### src/rtl/led_pattern_ctrl_if.sv
// led_pattern_ctrl_if: bundle of LED controller mode/level/touch inputs and pressed/pwm/tick outputs
// Ports: master drives mode_i, level_i, touch_n and observes pressed_o, pwm_o, tick_o; slave is the reverse
interface led_pattern_ctrl_if #(
  parameter int CHANNELS = 3,
  parameter int PWM_BITS = 8
);
  logic [2*CHANNELS-1:0] mode_i;
  logic [PWM_BITS*CHANNELS-1:0] level_i;
  logic [CHANNELS-1:0] touch_n;
  logic [CHANNELS-1:0] pressed_o;
  logic [CHANNELS-1:0] pwm_o;
  logic tick_o;
  modport master (output mode_i, level_i, touch_n, input pressed_o, pwm_o, tick_o);
  modport slave (input mode_i, level_i, touch_n, output pressed_o, pwm_o, tick_o);
endinterface

### src/rtl/led_pattern_ctrl.sv
// led_pattern_ctrl: per-channel LED PWM with off/touch/blink/breathe modes and debounced touch inputs
// Ports: clki clock, rst synchronous active-high reset,
//        bus (slave): mode_i/level_i/touch_n in, pressed_o/pwm_o/tick_o out
module led_pattern_ctrl #(
  parameter int CHANNELS = 3,
  parameter int PWM_BITS = 8,
  parameter int LOG2DELAY = 21,
  parameter int DEBOUNCE_BITS = 16
) (
  input  logic clki,
  input  logic rst,
  led_pattern_ctrl_if.slave bus
);
  localparam int TB = LOG2DELAY - PWM_BITS;
  logic [PWM_BITS-1:0] pcnt_q, r_q, r_d;
  logic [LOG2DELAY-1:0] phase_q;
  logic blink_q, up_q, tick_q, step;
  logic [CHANNELS-1:0] s1_q, s2_q, pressed_q, pwm_q, mis;
  logic [DEBOUNCE_BITS-1:0] db_q [CHANNELS];
  logic [PWM_BITS-1:0] duty_q [CHANNELS];
  logic [PWM_BITS-1:0] duty_d [CHANNELS];
  assign step = &phase_q[TB-1:0];
  assign r_d = up_q ? r_q + 1'b1 : r_q - 1'b1;
  // synchronised touch_n equal to pressed_o means the line disagrees with the debounced state
  assign mis = ~(s2_q ^ pressed_q);
  for (genvar k = 0; k < CHANNELS; k++) begin : g_ch
    logic [PWM_BITS-1:0] lvl;
    logic [1:0] m;
    logic [2*PWM_BITS-1:0] prod;
    assign lvl = bus.level_i[PWM_BITS*k +: PWM_BITS];
    assign m = bus.mode_i[2*k +: 2];
    assign prod = {{PWM_BITS{1'b0}}, r_q} * {{PWM_BITS{1'b0}}, lvl};
    assign duty_d[k] = m == 2'b11 ? prod[2*PWM_BITS-1:PWM_BITS]
                     : (m == 2'b01 && pressed_q[k]) || (m == 2'b10 && blink_q) ? lvl : '0;
  end
  always_ff @(posedge clki) begin
    if (rst) begin
      pcnt_q <= '0;
      phase_q <= '0;
      r_q <= '0;
      up_q <= 1'b1;
      blink_q <= 1'b0;
      tick_q <= 1'b0;
      s1_q <= '1;
      s2_q <= '1;
      pressed_q <= '0;
      pwm_q <= '0;
      for (int i = 0; i < CHANNELS; i++) begin
        duty_q[i] <= '0;
        db_q[i] <= '0;
      end
    end else begin
      pcnt_q <= pcnt_q + 1'b1;
      phase_q <= phase_q + 1'b1;
      blink_q <= blink_q ^ (&phase_q);
      tick_q <= step;
      // triangle ramp: direction flips on the step that lands on an end value
      if (step) begin
        r_q <= r_d;
        up_q <= up_q ? ~&r_d : ~|r_d;
      end
      s1_q <= bus.touch_n;
      s2_q <= s1_q;
      for (int i = 0; i < CHANNELS; i++) begin
        pwm_q[i] <= pcnt_q < duty_q[i];
        // duty only moves at the period boundary so pwm_o never glitches mid-period
        if (&pcnt_q) duty_q[i] <= duty_d[i];
        db_q[i] <= mis[i] && !(&db_q[i]) ? db_q[i] + 1'b1 : '0;
        if (mis[i] && &db_q[i]) pressed_q[i] <= ~pressed_q[i];
      end
    end
  end
  assign bus.pressed_o = pressed_q;
  assign bus.pwm_o = pwm_q;
  assign bus.tick_o = tick_q;
endmodule

### src/flat_wrapper.sv
// flat-port wrapper written by rule: the top's interface ports become plain ports
module led_pattern_ctrl_flat 
#(
  parameter int CHANNELS = 3,
  parameter int PWM_BITS = 8,
  parameter int LOG2DELAY = 21,
  parameter int DEBOUNCE_BITS = 16
)
  (clki, rst, bus_mode_i, bus_level_i, bus_touch_n, bus_pressed_o, bus_pwm_o, bus_tick_o);
  led_pattern_ctrl_if #(.CHANNELS(CHANNELS), .PWM_BITS(PWM_BITS)) bus_i ();
  input  logic clki;
  input  logic rst;
  input wire logic [$bits(bus_i.mode_i)-1:0] bus_mode_i;
  input wire logic [$bits(bus_i.level_i)-1:0] bus_level_i;
  input wire logic [$bits(bus_i.touch_n)-1:0] bus_touch_n;
  output wire logic [$bits(bus_i.pressed_o)-1:0] bus_pressed_o;
  output wire logic [$bits(bus_i.pwm_o)-1:0] bus_pwm_o;
  output wire logic [$bits(bus_i.tick_o)-1:0] bus_tick_o;
  assign bus_i.mode_i = bus_mode_i;
  assign bus_i.level_i = bus_level_i;
  assign bus_i.touch_n = bus_touch_n;
  assign bus_pressed_o = bus_i.pressed_o;
  assign bus_pwm_o = bus_i.pwm_o;
  assign bus_tick_o = bus_i.tick_o;
  led_pattern_ctrl #(.CHANNELS(CHANNELS), .PWM_BITS(PWM_BITS), .LOG2DELAY(LOG2DELAY), .DEBOUNCE_BITS(DEBOUNCE_BITS)) u_core (.clki(clki), .rst(rst), .bus(bus_i));
endmodule
### config.mk
export PLATFORM = sky130hd
export DESIGN_NAME = led_pattern_ctrl_flat
export DESIGN_NICKNAME = d
export VERILOG_FILES = /design/src/rtl/led_pattern_ctrl_if.sv /design/src/rtl/led_pattern_ctrl.sv /design/src/flat_wrapper.sv
export SDC_FILE = /design/constraint.sdc
export NUM_CORES = 1
export LEC_CHECK = 0
export BUFFER_PORTS_ARGS = -buffer_cell sky130_fd_sc_hd__buf_2
export CAP_MARGIN = 20
export CORE_UTILIZATION = 49
export DETAILED_ROUTE_END_ITERATION = 10
export GPL_TIMING_DRIVEN = 0
export PLACE_DENSITY = 0.73
export SETUP_SLACK_MARGIN = 0.5
export SLEW_MARGIN = 10
export SYNTH_ARGS = -nofsm -noshare
export SYNTH_HDL_FRONTEND = slang
export SYNTH_SLANG_ARGS = --single-unit
### constraint.sdc
create_clock -name clki -period 14.55 [get_ports clki]
set_input_delay 2.1825 -clock clki [delete_from_list [all_inputs] [get_ports clki]]
set_output_delay 2.1825 -clock clki [all_outputs]
set_load 0.1 [all_outputs]
# Word level (Yosys, flattened, before mapping)
# Memories as Yosys holds them, arrays and structs flattened.
# Cells that the tools add are included.
[totals]
out_inout_bits = 7
mem_count = 2
ff_bits = 52
ramBits = 72
word_cells = 99
input_bits = 35
[classes]
bitwise_logic = 12
add_sub_neg = 7
mul = 3
eq_ne = 9
n_reduce_logical = 28
n_mux = 23
order_cmp = 3
[memory_table]
columns = ["memory", "depth", "word_bits", "read_ports", "rd_clocked_by_memory_dff", "wr", "line", "rtl"]
rows = [
  ["u_core.db_q", 3, 16, 3, 0, 3, "led_pattern_ctrl.sv:19", "logic [DEBOUNCE_BITS-1:0] db_q [CHANNELS];"],
  ["u_core.duty_q", 3, 8, 3, 0, 3, "led_pattern_ctrl.sv:20", "logic [PWM_BITS-1:0] duty_q [CHANNELS];"],
]
[ops]
columns = ["operator", "n"]
rows = [
  ["16-bit two-way mux", 6],
  ["8-bit two-way mux", 10],
  ["16-bit by 1-bit adder with 16-bit output, second input constant", 3],
  ["8-bit by 8-bit multiplier with 16-bit output", 3],
  ["16-bit AND reduction", 3],
  ["8-bit less-than comparator", 3],
  ["21-bit by 1-bit adder with 21-bit output, second input constant", 1],
  ["21-bit AND reduction", 1],
  ["8-bit by 1-bit adder with 8-bit output, second input constant", 2],
  ["8-bit AND reduction", 2],
  ["13-bit AND reduction", 1],
  ["2-bit == test, second input constant", 6],
  ["1-bit logical AND", 12],
  ["8-bit OR reduction", 1],
  ["8-bit by 1-bit subtractor with 8-bit output, second input constant", 1],
  ["1-bit two-way mux", 7],
  ["2-bit by 1-bit == test with 1-bit output, second input constant", 3],
  ["1-bit OR", 6],
  ["1-bit logical NOT", 5],
  ["1-bit logical OR", 3],
  ["1-bit inverter", 3],
  ["3-bit inverter", 1],
  ["3-bit XOR", 1],
  ["1-bit XOR", 1],
]

# Depth between registers and ports, before layout
[depth]
ltp_word = 6
mapped_depth = 18
mapped_depth_nobuf = 17

# Worst setup path before layout
# Ideal clock, no wire load.
[synth_timing]
path_kind = "input -> register"
from = "input bus_level_i[7]"
to = "memory u_core.duty_q[0][6] (data pin)"
path_slack_ns = 8.292
required_time_ns = 14.293
setup_ns = 0.257
arrival_time_ns = 6.001
stages = 14
path_cell_list = "and2_1 > fa_1 > fa_1 > fa_1 > inv_1 > fa_1 > inv_1 > ha_1 > a21oi_1 > o21ai_0 > a221oi_1 > o21ai_1 > or2_2 > a32o_1"
[synth_lines]
columns = ["element", "line", "rtl"]
rows = [
  ["from (decl)", "flat_wrapper.sv:14", "input wire logic [$bits(bus_i.level_i)-1:0] bus_level_i;"],
  ["to (decl)", "led_pattern_ctrl.sv:20", ""],
]

==> key figures <==
Drt
  – ANT nets after route: 0
  – WL/cell: 15.2 µm
  – Detailed Routing Iterations Pass 1: 5
  – Via density: 5.30
  – Drt first-iter violations: ~420
  – Drt drc: 0
  – Via count: approximately 8600
  – Routed WL: 24.7 mm

Floorplan
  – Die Span Y: 155 µm
  – Die ar.: 24000 µm²
  – Io pins: 42
  – Initial Utilization: ~50%
  – Core ar.: 22800 µm²
  – Core Rows: 55
  – Die width: 155 µm

Clock network
  – Post-CTS setup buffer count: 0
  – Cts hold-fix bufs: 0
  – Post-CTS Resized: 0
  – Clock buffer depth: 2
  – Clk_lat worst skew: 0.42 ns
  – # clock sinks: 124
  – TritonCTS buffer count: 17
  – H-tree depth: 4
  – CTS tree: built
  – Reg clk slew, reported paths: 0.06 ns
  – Root Driver: clkbuf_16

Timing
  – Minimum clock period: 6.34 ns
  – Final Skew: 0.00966 ns
  – Setup TNS: 0 ns
  – Tcrit/Tclk final: 43.6%
  – Max-slew violations: 0
  – Final setup violation count: 0
  – Slew @ Worst Pin: 0.696 ns
  – Fmax: 158 MHz
  – Slew HR: 52.4%
  – RSZ-0062 raised after global routing: false
  – Fin. Hold Viols: 0

Power
  – Peak supply drop: 0.0736 mV
  – Comb pwr share: 4.5%
  – Lkg Pwr: 6.09 nW
  – Psw: 0.000180 W
  – Share of power burned in registers: 43.2%
  – Tot Pwr: 0.000831 W
  – Switching share of total power: a little over a fifth
  – P per Cell Area: about 66 nW/µm²
  – Clock share of power: 52.4%
  – Internal power: around 0.00065 W

Cells and area
  – Area delta synth->final: 10.6%
  – Fillers: 2066
  – Highest-count cells in the layout ignoring fill and taps: and2_1, inv_1, ha_1
  – Layout cells sized above 1: roughly 7.5%
  – Diode count: 0
  – Fin nets: 1576
  – Most common cell after layout, fill and taps aside: and2_1

Synth
  – Synth Area per Inst: 9.21 µm²
  – Mapped Cells: 1242
  – Post-synthesis mux area share: less than 1%
  – YS warnings: 0
  – Post-synthesis adder-cell area fraction: 33.1%
  – Post-Syn Nets: between 1500 and 2000
  – Sequential area share after synthesis: 23.8%
  – Post-synth EDFFs: 24
  – Distinct cell type count after synthesis: 60
  – Post-Synth XOR/XNOR Area: 7.96%
  – Main combinational cell family by area after synthesis: adder cells
  – Post-synthesis simple-gate area fraction: 21.5%
  – Async SR Flop Fraction: 0%
  – Main flop type after synthesis: dfxtp_1
  – Post-synth top area cell: fa_1
  – Synthesized flop and latch total: approximately 120
  – Post-synthesis cell area: 11400 µm²
  – Synth area leaders: fa_1, dfxtp_1, ha_1
  – Compound-cell area share of the yosys netlist: under 10%
  – Top-area cell type share of the netlist area: a little under a fifth

GRT
  – Initial antenna violation count: 0
  – Largest net degree at the start of global routing: 25
  – Remaining global-route overflow: 0
  – Total GRT Usage: 22.4%
  – First-pass GRT wire length: ~42 mm
  – Vias in the first global route: roughly 8600

Worst hold path
  – Worst Hold Class: reg -> reg
  – Hold Path Depth: 1

Setup path
  – Critical path startpoint category: input port
  – Worst setup EP type: register
  – Kind of critical path: in -> reg
  – FF-to-FF path depth: 15
  – Worst EP required: around 15 ns
  – Critical-path maximum fanout: 9
  – CP Data Arrival Time: 6.50 ns

Run
  – MaxCap Viol Count: 0

Outcome
  – Outcome: finished clean

Placement
  – IO Port Bufs: 41
  – Post-DP HPWL: 19.1 mm
  – Routability cong.: 0.854
## worst paths after layout
path	startpoint	to	slack [ns]
worst max-delay path	bus_level_i[7]	u_core.duty_q[0][6]	8.21
worst min-delay path	u_core.s1_q[1]	u_core.s2_q[1]	0.42
worst max register to register	u_core.r_q[1]	u_core.duty_q[0][6]	8.94
worst min register to register	u_core.s1_q[1]	u_core.s2_q[1]	0.42
## through the flow
| stage | worst slack [ns] | util [%] | hold WS [ns] | instances | area (µm²) |
|---|---|---|---|---|---|
| 6_report | 8.21 | 55.5 | 0.415 | 1628 | 12600 |
| 5_1_grt | 7.99 | 55.5 | 0.431 | 1628 | 12600 |
| 4_1_cts | 8.22 | 55.5 | 0.425 | 1628 | 12600 |
| 3_5_place_dp | 7.79 | 52.8 | 0.409 | 1596 | 12000 |
| 3_3_place_gp | 7.84 | 52.8 | 0.402 | 1596 | 12000 |
| 2_1_floorplan | 8.29 | - | 0.389 | 1242 | 11400 |
## cell usage after synthesis (4+ instances only)
| cell type | count |
|---|---|
| nor2b_1 | 8 |
| ha_1 | 133 |
| a21o_1 | 7 |
| and3_1 | 12 |
| nand2b_1 | 6 |
| a211oi_1 | 8 |
| and2_1 | 148 |
| nand3_1 | 37 |
| nand4_1 | 14 |
| a21oi_1 | 37 |
| xnor2_1 | 48 |
| nand3b_1 | 6 |
| o21ai_0 | 24 |
| or3_1 | 4 |
| nor2_1 | 124 |
| nand2_1 | 78 |
| nor3_1 | 5 |
| mux2i_1 | 4 |
| xor2_1 | 56 |
| dfxtp_1 | 100 |
| inv_1 | 145 |
| a22o_1 | 20 |
| fa_1 | 106 |
| or2_2 | 10 |
| clkbuf_1 | 24 |
| edfxtp_1 | 24 |
| and4_1 | 6 |
## power groups by stage
stage | clock, W | sequential (W) | combinational, W
2_1_floorplan | 0 | 0.000369 | 0.0000133
3_3_place_gp | 0 | 0.000366 | 0.0000359
3_5_place_dp | 0 | 0.000366 | 0.0000369
4_1_cts | 0.000442 | 0.000359 | 0.0000372
5_1_grt | 0.000460 | 0.000359 | 0.0000406
6_report | 0.000435 | 0.000359 | 0.0000370
## kinds of logic (layout without fill, tap and decap cells)
kind of cell               after synthesis  in the layout
AOI/OAI and AO/OA                      125            125
and+or+nand+nor                        471            471
DFF                                    124            124
xor gates and xnor gates               104            104
muxes                                    4              4
adders and majority gates              239            239
buffers and inverters                  175            248
## critical path: stages
cell and delay [ns]:
buf_2 0.16, and2_1 0.20, fa_1 0.52, fa_1 0.54, fa_1 0.56, inv_1 0.06
fa_1 0.52, inv_1 0.04, ha_1 0.36, a21oi_1 0.20, o21ai_0 0.17, a221oi_1 0.27
o21ai_1 0.15, or2_2 0.29, a32o_1 0.28
## flip-flops by register name, indices dropped and copies added (netlist names), 3 cells and up
signal	flops
u_core.db_q	48
u_core.r_q	8
u_core.phase_q	21
u_core.bus.pwm_o	3
u_core.bus.pressed_o	3
u_core.s2_q	3
u_core.duty_q	24
u_core.s1_q	3
u_core.pcnt_q	8
## final cells by class
type,count,area [µm²],area share (%)
plain buffers,30,128,1.01
clock buffers,23,479,3.79
clock inverters,9,134,1.06
inverters,145,544,4.30
multi-input cells,943,8040,63.6
flip-flops and latches,124,2720,21.5
well taps,313,392,3.10
repair buffers,41,205,1.62
## per-layer routing
layer	up-vias	global-route usage, %	part of all wire (%)
met5	-	0	0
met4	0	6.60	1.2
met3	17	4.01	4.7
met2	177	38.1	49
met1	4238	29.0	45
li1	4189	-	-
(Power assumes the default switching activity.)
